===== src/rtl/mult_div_ctrl.sv =====
// Iterative 32x32 multiply / 32/32 divide unit with HI/LO result registers.
// One radix-2 step per cycle on operand magnitudes, sign fix-up in a final cycle.
module mult_div_ctrl (
  input  logic        clock,
  input  logic        reset,
  input  logic        start,
  input  logic [1:0]  OP,
  input  logic [31:0] A,
  input  logic [31:0] B,
  input  logic        hi_we,
  input  logic        lo_we,
  input  logic [31:0] wdata,
  output logic [31:0] HI,
  output logic [31:0] LO,
  output logic        busy,
  output logic        done,
  output logic        div_zero
);

  typedef enum logic [1:0] {StIdle, StCalc, StFix, StDone} state_e;

  state_e      state_q, state_d;
  logic [4:0]  cnt_q, cnt_d;
  logic [31:0] hi_q, hi_d, lo_q, lo_d;
  logic [31:0] acc_hi_q, acc_hi_d, acc_lo_q, acc_lo_d;
  logic [31:0] opb_q, opb_d;
  logic        isdiv_q, isdiv_d;
  logic        neg_q, neg_d;
  logic        rneg_q, rneg_d;
  logic        dz_q, dz_d;

  logic        signed_op, a_neg, b_neg;
  logic [31:0] a_mag, b_mag;
  logic [32:0] msum, dsh, ddiff;
  logic [63:0] prod, prod_neg;

  assign signed_op = ~OP[0];
  assign a_neg     = signed_op & A[31];
  assign b_neg     = signed_op & B[31];
  assign a_mag     = a_neg ? (~A + 32'd1) : A;
  assign b_mag     = b_neg ? (~B + 32'd1) : B;

  // Multiply: {acc_hi, acc_lo} holds partial product above the unconsumed multiplier bits.
  assign msum     = {1'b0, acc_hi_q} + (acc_lo_q[0] ? {1'b0, opb_q} : 33'd0);
  // Divide: acc_hi is the partial remainder, acc_lo shifts dividend out and quotient in.
  assign dsh      = {acc_hi_q, acc_lo_q[31]};
  assign ddiff    = dsh - {1'b0, opb_q};
  assign prod     = {acc_hi_q, acc_lo_q};
  assign prod_neg = ~prod + 64'd1;

  always_comb begin
    state_d  = state_q;
    cnt_d    = cnt_q;
    hi_d     = hi_q;
    lo_d     = lo_q;
    acc_hi_d = acc_hi_q;
    acc_lo_d = acc_lo_q;
    opb_d    = opb_q;
    isdiv_d  = isdiv_q;
    neg_d    = neg_q;
    rneg_d   = rneg_q;
    dz_d     = dz_q;
    unique case (state_q)
      StIdle, StDone: begin
        state_d = StIdle;
        dz_d    = 1'b0;
        if (hi_we) hi_d = wdata;
        if (lo_we) lo_d = wdata;
        if (start) begin
          isdiv_d = OP[1];
          neg_d   = a_neg ^ b_neg;
          rneg_d  = a_neg;
          cnt_d   = 5'd0;
          if (OP[1] && (B == 32'd0)) begin
            // Divide by zero completes immediately and leaves HI/LO alone.
            state_d = StDone;
            dz_d    = 1'b1;
          end else begin
            state_d  = StCalc;
            opb_d    = OP[1] ? b_mag : a_mag;
            acc_hi_d = 32'd0;
            acc_lo_d = OP[1] ? a_mag : b_mag;
          end
        end
      end
      StCalc: begin
        if (isdiv_q) begin
          if (!ddiff[32]) begin
            acc_hi_d = ddiff[31:0];
            acc_lo_d = {acc_lo_q[30:0], 1'b1};
          end else begin
            acc_hi_d = dsh[31:0];
            acc_lo_d = {acc_lo_q[30:0], 1'b0};
          end
        end else begin
          acc_hi_d = msum[32:1];
          acc_lo_d = {msum[0], acc_lo_q[31:1]};
        end
        cnt_d = cnt_q + 5'd1;
        if (cnt_q == 5'd31) state_d = StFix;
      end
      StFix: begin
        if (isdiv_q) begin
          lo_d = neg_q  ? (~acc_lo_q + 32'd1) : acc_lo_q;
          hi_d = rneg_q ? (~acc_hi_q + 32'd1) : acc_hi_q;
        end else begin
          {hi_d, lo_d} = neg_q ? prod_neg : prod;
        end
        state_d = StDone;
      end
      default: state_d = StIdle;
    endcase
  end

  always_ff @(posedge clock or posedge reset) begin
    if (reset) begin
      state_q  <= StIdle;
      cnt_q    <= 5'd0;
      hi_q     <= 32'd0;
      lo_q     <= 32'd0;
      acc_hi_q <= 32'd0;
      acc_lo_q <= 32'd0;
      opb_q    <= 32'd0;
      isdiv_q  <= 1'b0;
      neg_q    <= 1'b0;
      rneg_q   <= 1'b0;
      dz_q     <= 1'b0;
    end else begin
      state_q  <= state_d;
      cnt_q    <= cnt_d;
      hi_q     <= hi_d;
      lo_q     <= lo_d;
      acc_hi_q <= acc_hi_d;
      acc_lo_q <= acc_lo_d;
      opb_q    <= opb_d;
      isdiv_q  <= isdiv_d;
      neg_q    <= neg_d;
      rneg_q   <= rneg_d;
      dz_q     <= dz_d;
    end
  end

  assign HI       = hi_q;
  assign LO       = lo_q;
  assign busy     = (state_q == StCalc) || (state_q == StFix);
  assign done     = (state_q == StDone);
  assign div_zero = (state_q == StDone) && dz_q;

endmodule


===== config.mk =====
export PLATFORM = sky130hd
export DESIGN_NAME = mult_div_ctrl
export DESIGN_NICKNAME = d
export VERILOG_FILES = /design/src/rtl/mult_div_ctrl.sv
export SDC_FILE = /design/constraint.sdc
export NUM_CORES = 1
export LEC_CHECK = 0
export BUFFER_PORTS_ARGS = -buffer_cell sky130_fd_sc_hd__buf_2
export CORE_ASPECT_RATIO = 1.2
export CORE_UTILIZATION = 55
export CTS_CLUSTER_DIAMETER = 80
export DETAILED_ROUTE_END_ITERATION = 10
export PLACE_DENSITY = 0.79
export SETUP_SLACK_MARGIN = 0.1
export SLEW_MARGIN = 20
export SYNTH_ARGS = -nofsm -noshare
export SYNTH_HDL_FRONTEND = slang
export SYNTH_SLANG_ARGS = --single-unit

===== constraint.sdc =====
create_clock -name clock -period 5.4 [get_ports clock]
set_input_delay 0.54 -clock clock [delete_from_list [all_inputs] [get_ports clock]]
set_output_delay 0.54 -clock clock [all_outputs]
set_load 0.01 [all_outputs]

Word-level counts from Yosys, hierarchy flattened
Cells that the tools add are included.
{"block": "word_totals", "regBits": 171, "output_inout_bits": 67}
{"block": "op_classes", "n_addsub": 8, "n_eq_ne": 9, "n_mux": 32, "n_bitwise": 10, "n_reduce_logical": 14}
{"operator": "$mux W32", "n": 18}
{"operator": "$pmux W32 S2", "n": 4}
{"operator": "$add A32 B1 Y32 const B", "n": 4}
{"operator": "$not A32 Y32", "n": 4}
{"operator": "$add A64 B1 Y64 const B", "n": 1}
{"operator": "$mux W64", "n": 1}
{"operator": "$not A64 Y64", "n": 1}
{"operator": "$add A32 B32 Y33", "n": 1}
{"operator": "$sub A33 B32 Y33", "n": 1}
{"operator": "$logic_not A32 Y1", "n": 1}
{"operator": "$ne A2 B2 Y1 const B", "n": 5}
{"operator": "$pmux W5 S2", "n": 1}
{"operator": "$reduce_and A2 Y1", "n": 4}
{"operator": "$mux W2", "n": 3}
{"operator": "$pmux W2 S3", "n": 1}
{"operator": "$reduce_and A3 Y1", "n": 2}
{"operator": "$add A5 B1 Y5 const B", "n": 1}
{"operator": "$eq A5 B5 Y1 const B", "n": 1}
{"operator": "$mux W5", "n": 1}
{"operator": "$eq A2 B2 Y1 const B", "n": 2}
{"operator": "$reduce_bool A2 Y1", "n": 2}
{"operator": "$mux W1", "n": 3}
{"operator": "$and A1 B1 Y1", "n": 2}
{"operator": "$eq A2 B1 Y1 const B", "n": 1}
{"operator": "other kinds (6)", "n": 8}

Logic depth before layout (Yosys ltp)
{"block": "depth", "ltp_word": 7, "ltp_mapped": 13}

Least setup slack after synthesis
Ideal clock, no wire load.
{"block": "synth_path", "path_kind": "register to register", "startpoint": "register acc_lo_q[31]", "endpoint": "register acc_hi_q[28]", "setup_ns": 0.128, "arrival_time_ns": 2.903, "required_time_ns": 5.272, "path_slack_ns": 2.369, "stages_incl_launch_ff": 14, "synth_period_minus_slack_ns": 3.031, "cell_sequence": "dfrtp_1 -> inv_1 -> ha_1 -> fa_1 -> nor2b_1 -> o31a_1 -> o211ai_1 -> a211oi_1 -> o311ai_2 -> nor2_4 -> buf_2 -> mux2i_1 -> a2bb2oi_1 -> nand3_1"}
{"block": "synth_between", "elab_chain_len": 4}
{"element": "start: declaration", "line": "25", "text": "logic [31:0] acc_hi_q, acc_hi_d, acc_lo_q, acc_lo_d;"}
{"element": "start signal: assignment", "line": "134", "text": "acc_lo_q <= acc_lo_d;"}
{"element": "$sub A33 B32 Y33", "line": "47", "text": "assign ddiff = dsh - {1'b0, opb_q};"}
{"element": "$mux W32", "line": "88", "text": "if (!ddiff[32]) begin"}
{"element": "$mux W32", "line": "87", "text": "if (isdiv_q) begin"}
{"element": "$pmux W32 S2", "line": "63", "text": "unique case (state_q)"}
{"element": "end signal: assignment", "line": "133", "text": "acc_hi_q <= acc_hi_d;"}
{"element": "end: declaration", "line": "25"}
No other way between the ends.
A chain may end at the register's enable or synchronous reset.

Worst setup path in the final report
{"block": "layout_path", "startpoint": "register acc_hi_q[0]", "endpoint": "register acc_hi_q[30]"}
{"block": "layout_between", "elab_chain_len": 4}
{"element": "$sub A33 B32 Y33", "line": "47"}
{"element": "$mux W32", "line": "88"}
{"element": "$mux W32 (*)", "line": "87"}
{"element": "$pmux W32 S2 (*)", "line": "63"}
Every way passes the cells marked *; elsewhere a longest branch is shown, timed or not.

==> results.md <==
* Max frequency at about 250 MHz
* Number of clock sinks at 171
* Unrepaired setup endpoints after global routing: false
* Overall die width at 153 um
* Detailed-route wire length at roughly 51,000 um
* Sum of negative setup slack at 0 ns
* Gate count after technology mapping at approximately 1,900
* Clock transition at path regs at 0.08 ns
* Relative contribution of the clock network to total power at 0.111
* FFs w/ async S/R, synth at 1.00
* Detailed-placement wirelength estimate at ~40,000 um
* Worst slew margin relative to its limit at 0.224
* Internal Pwr Total at approximately 5.4 mW
* Net count reported at finish at between 2,000 and 2,500
* Hold/Removal Path Class: in2async
* Slew at the pin closest to its max-slew limit at 1.16 ns
* Global-route wire length before repair at between 70,000 and 80,000 um
* Cell area after synthesis at between 0.01 and 0.015 mm2
* Critical-path maximum fanout at 28
* Maximum number of pins on one net before global-route repair at 119
* Reg2Reg Setup Slack at 1.35 ns
* Initial antenna violation count at 1
* Floorplan core area at 0.0265 mm2
* Leak at between 7 and 8 nW
* Yosys warning total at 0
* Standard cell area after detailed placement at 0.0159 mm2
* Final Max Tran Viols at 0
* Post-synthesis sequential area ratio at 0.286
* Overall die area at ~0.028 mm2
* Std-Cell Rows at 65
* Worst hold slack at 0.201 ns
* Critical path start-end classification: reg2reg
* Total of cells resized after clock tree synthesis at 0
* Vias post-DR at 14,900
* Data arrival, critical path at between 4 and 5 ns
* Clk root buf: clkbuf_16
* Io pins at 170
* Worst vdd rail ir drop at 425 uV
* Share of post-route cells with drive strength above 1 at 0.139
* # port buffers at 169
* Violated checks: design-rule violations
* Number of nets with antenna violations after routing at 0
* Count of flip-flops with a built-in enable after synthesis at 0
* Initial DRT Pass Iterations at 10
* Total clock buffers created by CTS at 17
* Library cells used by synthesis at 86
* Final routed wire length divided by cell count at 21.5 um
* R2r worst-path depth at 11
* Net load switching power at 6.09 mW
* Post-route clock period utilization at 0.751
* Synthesized area divided by synthesized cell count at 7.77 um2
* Critical path endpoint category: flip-flop
* Crit path required time at 5.73 ns
* Clock tree from TritonCTS: yes
* Number of max-capacitance violations reported at 0
* DP Worst Slack at 1.43 ns
* Cell area after layout at 0.0166 mm2
* Final worst path period need at a little over 4 ns
* Count of routing violations after the opening detailed-route iteration at 1,544
* Portion of total power attributed to sequential cells at 0.229
* Pwr dens at 694 mW/mm2
* Comb power frac at 0.660
* RD Place Congestion at 1.07
* Nets in the synthesized netlist at 2,103
* Number of vias per cell at 6.29
* Fraction of power spent switching nets at 0.529
* Max Root-Sink Buffers at 2
* Most common flop cell mapped by yosys: dfrtp_1
* Remaining global-route overflow at 0
* Area grow syn2layout at 10.7%
* Nature of the critical path startpoint: flip-flop
* Post-CTS Setup Inserts at 0
* Worst skew pair latency at ~0.45 ns
* Initial core utilization at 0.564
* Maximum cell stage delay along the critical path at just over 0.7 ns
* Deepest level of the CTS H-tree at 4
* RR Startpoint: acc_hi_q[0]$_DFFE_PP0P_
* DIE HEIGHT at between 150 and 200 um
* Crit Reg-Reg Endpoint: acc_hi_q[30]$_DFFE_PP0P_
* Overall Power at 11.5 mW
* Hold buffer count at CTS at 0
* Remaining DRCs at 3
* FF+latch count, synth at about 170
* Cell with the largest stage delay on the worst path: nor2_4
* Max Clock Skew at 0.0148 ns
* # diodes at 0
* Via count of the first global-routing pass at approximately 14,000
* CP cell instances: inv_1 > fa_1 > nor2b_1 > o31a_1 > o211ai_1 > a211oi_1 > o311ai_2 > nor2_4 > nor2_1 > a32o_1 > a221o_1
* Final setup violating endpoints at 0
* Overall global routing resource usage at 0.368
* Final hold viol count at 0
* Status: finished with violations
* Worst Setup Slack, final at 1.35 ns
kinds of logic (layout without fill, tap and decap cells):
logic type      Yosys count  count (layout)  share of synthesized area
buf+inv                 179             292                     0.0506
compound gates          645             645                      0.263
mux                      69              69                     0.0484
flops                   171             171                      0.286
xor+xnor                170             170                     0.0995
simple gates            616             616                      0.189
fa+ha+maj                75              75                     0.0637
per-layer routing:
layer / part of all wire / vias to the layer above / global-route usage
li1: - / 7079 / -
met1: 0.40 / 7066 / 0.449
met2: 0.48 / 619 / 0.617
met3: 0.058 / 160 / 0.0454
met4: 0.065 / 0 / 0.233
met5: 0 / - / 0
stage by stage:
step,util,std cells
5_1_grt,0.625,2373
3_3_place_gp,0.601,2340
6_report,0.625,2373
2_1_floorplan,-,1925
3_5_place_dp,0.601,2340
4_1_cts,0.624,2372
cells in the final DEF, fill, tap and decap left out, types with 6 or more instances in the layout:
cell type / n
a21oi_1: 190
a21o_1: 29
a221o_1: 10
buf_4: 19
nor3_1: 33
o41ai_1: 9
o31ai_1: 21
a21boi_0: 9
a22oi_1: 15
xnor2_1: 95
a31oi_1: 20
or3_1: 12
nand2b_1: 19
dfrtp_1: 170
o21bai_1: 6
a211oi_1: 41
buf_2: 168
o21a_1: 14
nor2b_1: 17
xor2_1: 75
inv_1: 69
o21ai_0: 213
mux2i_1: 42
ha_1: 71
nand2_1: 210
or2_2: 7
and3_1: 14
nand3b_1: 8
nand4_1: 10
nor2_1: 211
or4_1: 8
o211ai_1: 18
nor4_1: 12
nand3_1: 26
mux2_2: 27
clkbuf_16: 17
layout make-up:
cell class	instances	area, um2
multi-input cells	1575	9980
fillers	2385	9940
flip-flops and latches	171	4280
repair buffers	188	1010
clock buffers	19	453
well taps	335	419
inverters	72	275
clock inverters	13	153
how the worst max path moves through the flow:
| stage | from | endpoint | slack (ns) |
|---|---|---|---|
| 4_1_cts | acc_hi_q[0]$_DFFE_PP0P_ | acc_hi_q[30]$_DFFE_PP0P_ | 1.41 |
| 3_5_place_dp | acc_hi_q[0]$_DFFE_PP0P_ | acc_hi_q[30]$_DFFE_PP0P_ | 1.43 |
| 3_3_place_gp | acc_lo_q[0]$_DFFE_PP0P_ | HI[2]$_DFFE_PP0P_ | 1.46 |
| 5_1_grt | acc_hi_q[0]$_DFFE_PP0P_ | acc_hi_q[30]$_DFFE_PP0P_ | 1.07 |
| 6_report | acc_hi_q[0]$_DFFE_PP0P_ | acc_hi_q[30]$_DFFE_PP0P_ | 1.35 |
| 2_1_floorplan | reset | HI[0]$_DFFE_PP0P_ | 0.23 |
sequential cells by signal, summed over array words and instances (netlist names):
signal    cells
HI           32
LO           32
acc_hi_q     32
acc_lo_q     32
opb_q        32
cnt_q         5
state_q       2
dz_q          1
isdiv_q       1
neg_q         1
rneg_q        1
cell usage after synthesis (all sizes together) (6+ instances only):
| cell type | count | area (um2) |
|---|---|---|
| or2 | 7 | 43.8 |
| xnor2 | 95 | 832 |
| buf | 18 | 110 |
| o211ai | 18 | 135 |
| clkbuf | 89 | 377 |
| o41ai | 11 | 111 |
| nor2 | 213 | 807 |
| a21o | 29 | 218 |
| or3 | 13 | 86.3 |
| ha | 73 | 913 |
| nand2 | 210 | 788 |
| mux2 | 27 | 304 |
| o21a | 14 | 105 |
| nor2b | 17 | 106 |
| mux2i | 42 | 420 |
| xor2 | 75 | 657 |
| nor3 | 36 | 208 |
| and2 | 6 | 37.5 |
| a21boi | 10 | 86.3 |
| nor4 | 13 | 87.6 |
| a211oi | 41 | 308 |
| o31ai | 23 | 183 |
| nand3b | 8 | 60.1 |
| inv | 71 | 267 |
| o21ai | 219 | 1100 |
| a21oi | 192 | 961 |
| or4 | 11 | 93.8 |
| nand2b | 19 | 119 |
| and3 | 14 | 87.6 |
| a31oi | 20 | 125 |
| nand4 | 10 | 62.6 |
| nand3 | 27 | 140 |
| o21bai | 6 | 45.0 |
| a22oi | 15 | 113 |
| dfrtp | 171 | 4280 |
| a221o | 10 | 100 |
power by group through the flow:
stage	Combinational [mW]	Clock, mW	Sequential, mW
final	7.59	1.28	2.63
after global placement	7.26	0	2.60
after detailed placement	7.37	0	2.63
after CTS	7.41	1.28	2.61
after global routing	8.26	1.34	2.70
after floorplan	5.35	0	2.47
critical path: cells and delay by family, from the launching register on:
| family | cells | cell delay, ns |
|---|---|---|
| compound gates | 6 | 1.66 |
| simple gates | 3 | 1.13 |
| flops | 1 | 0.49 |
| fa+ha+maj | 1 | 0.48 |
| buf+inv | 1 | 0.16 |
Note: power is estimated with default switching activity, not from simulation.
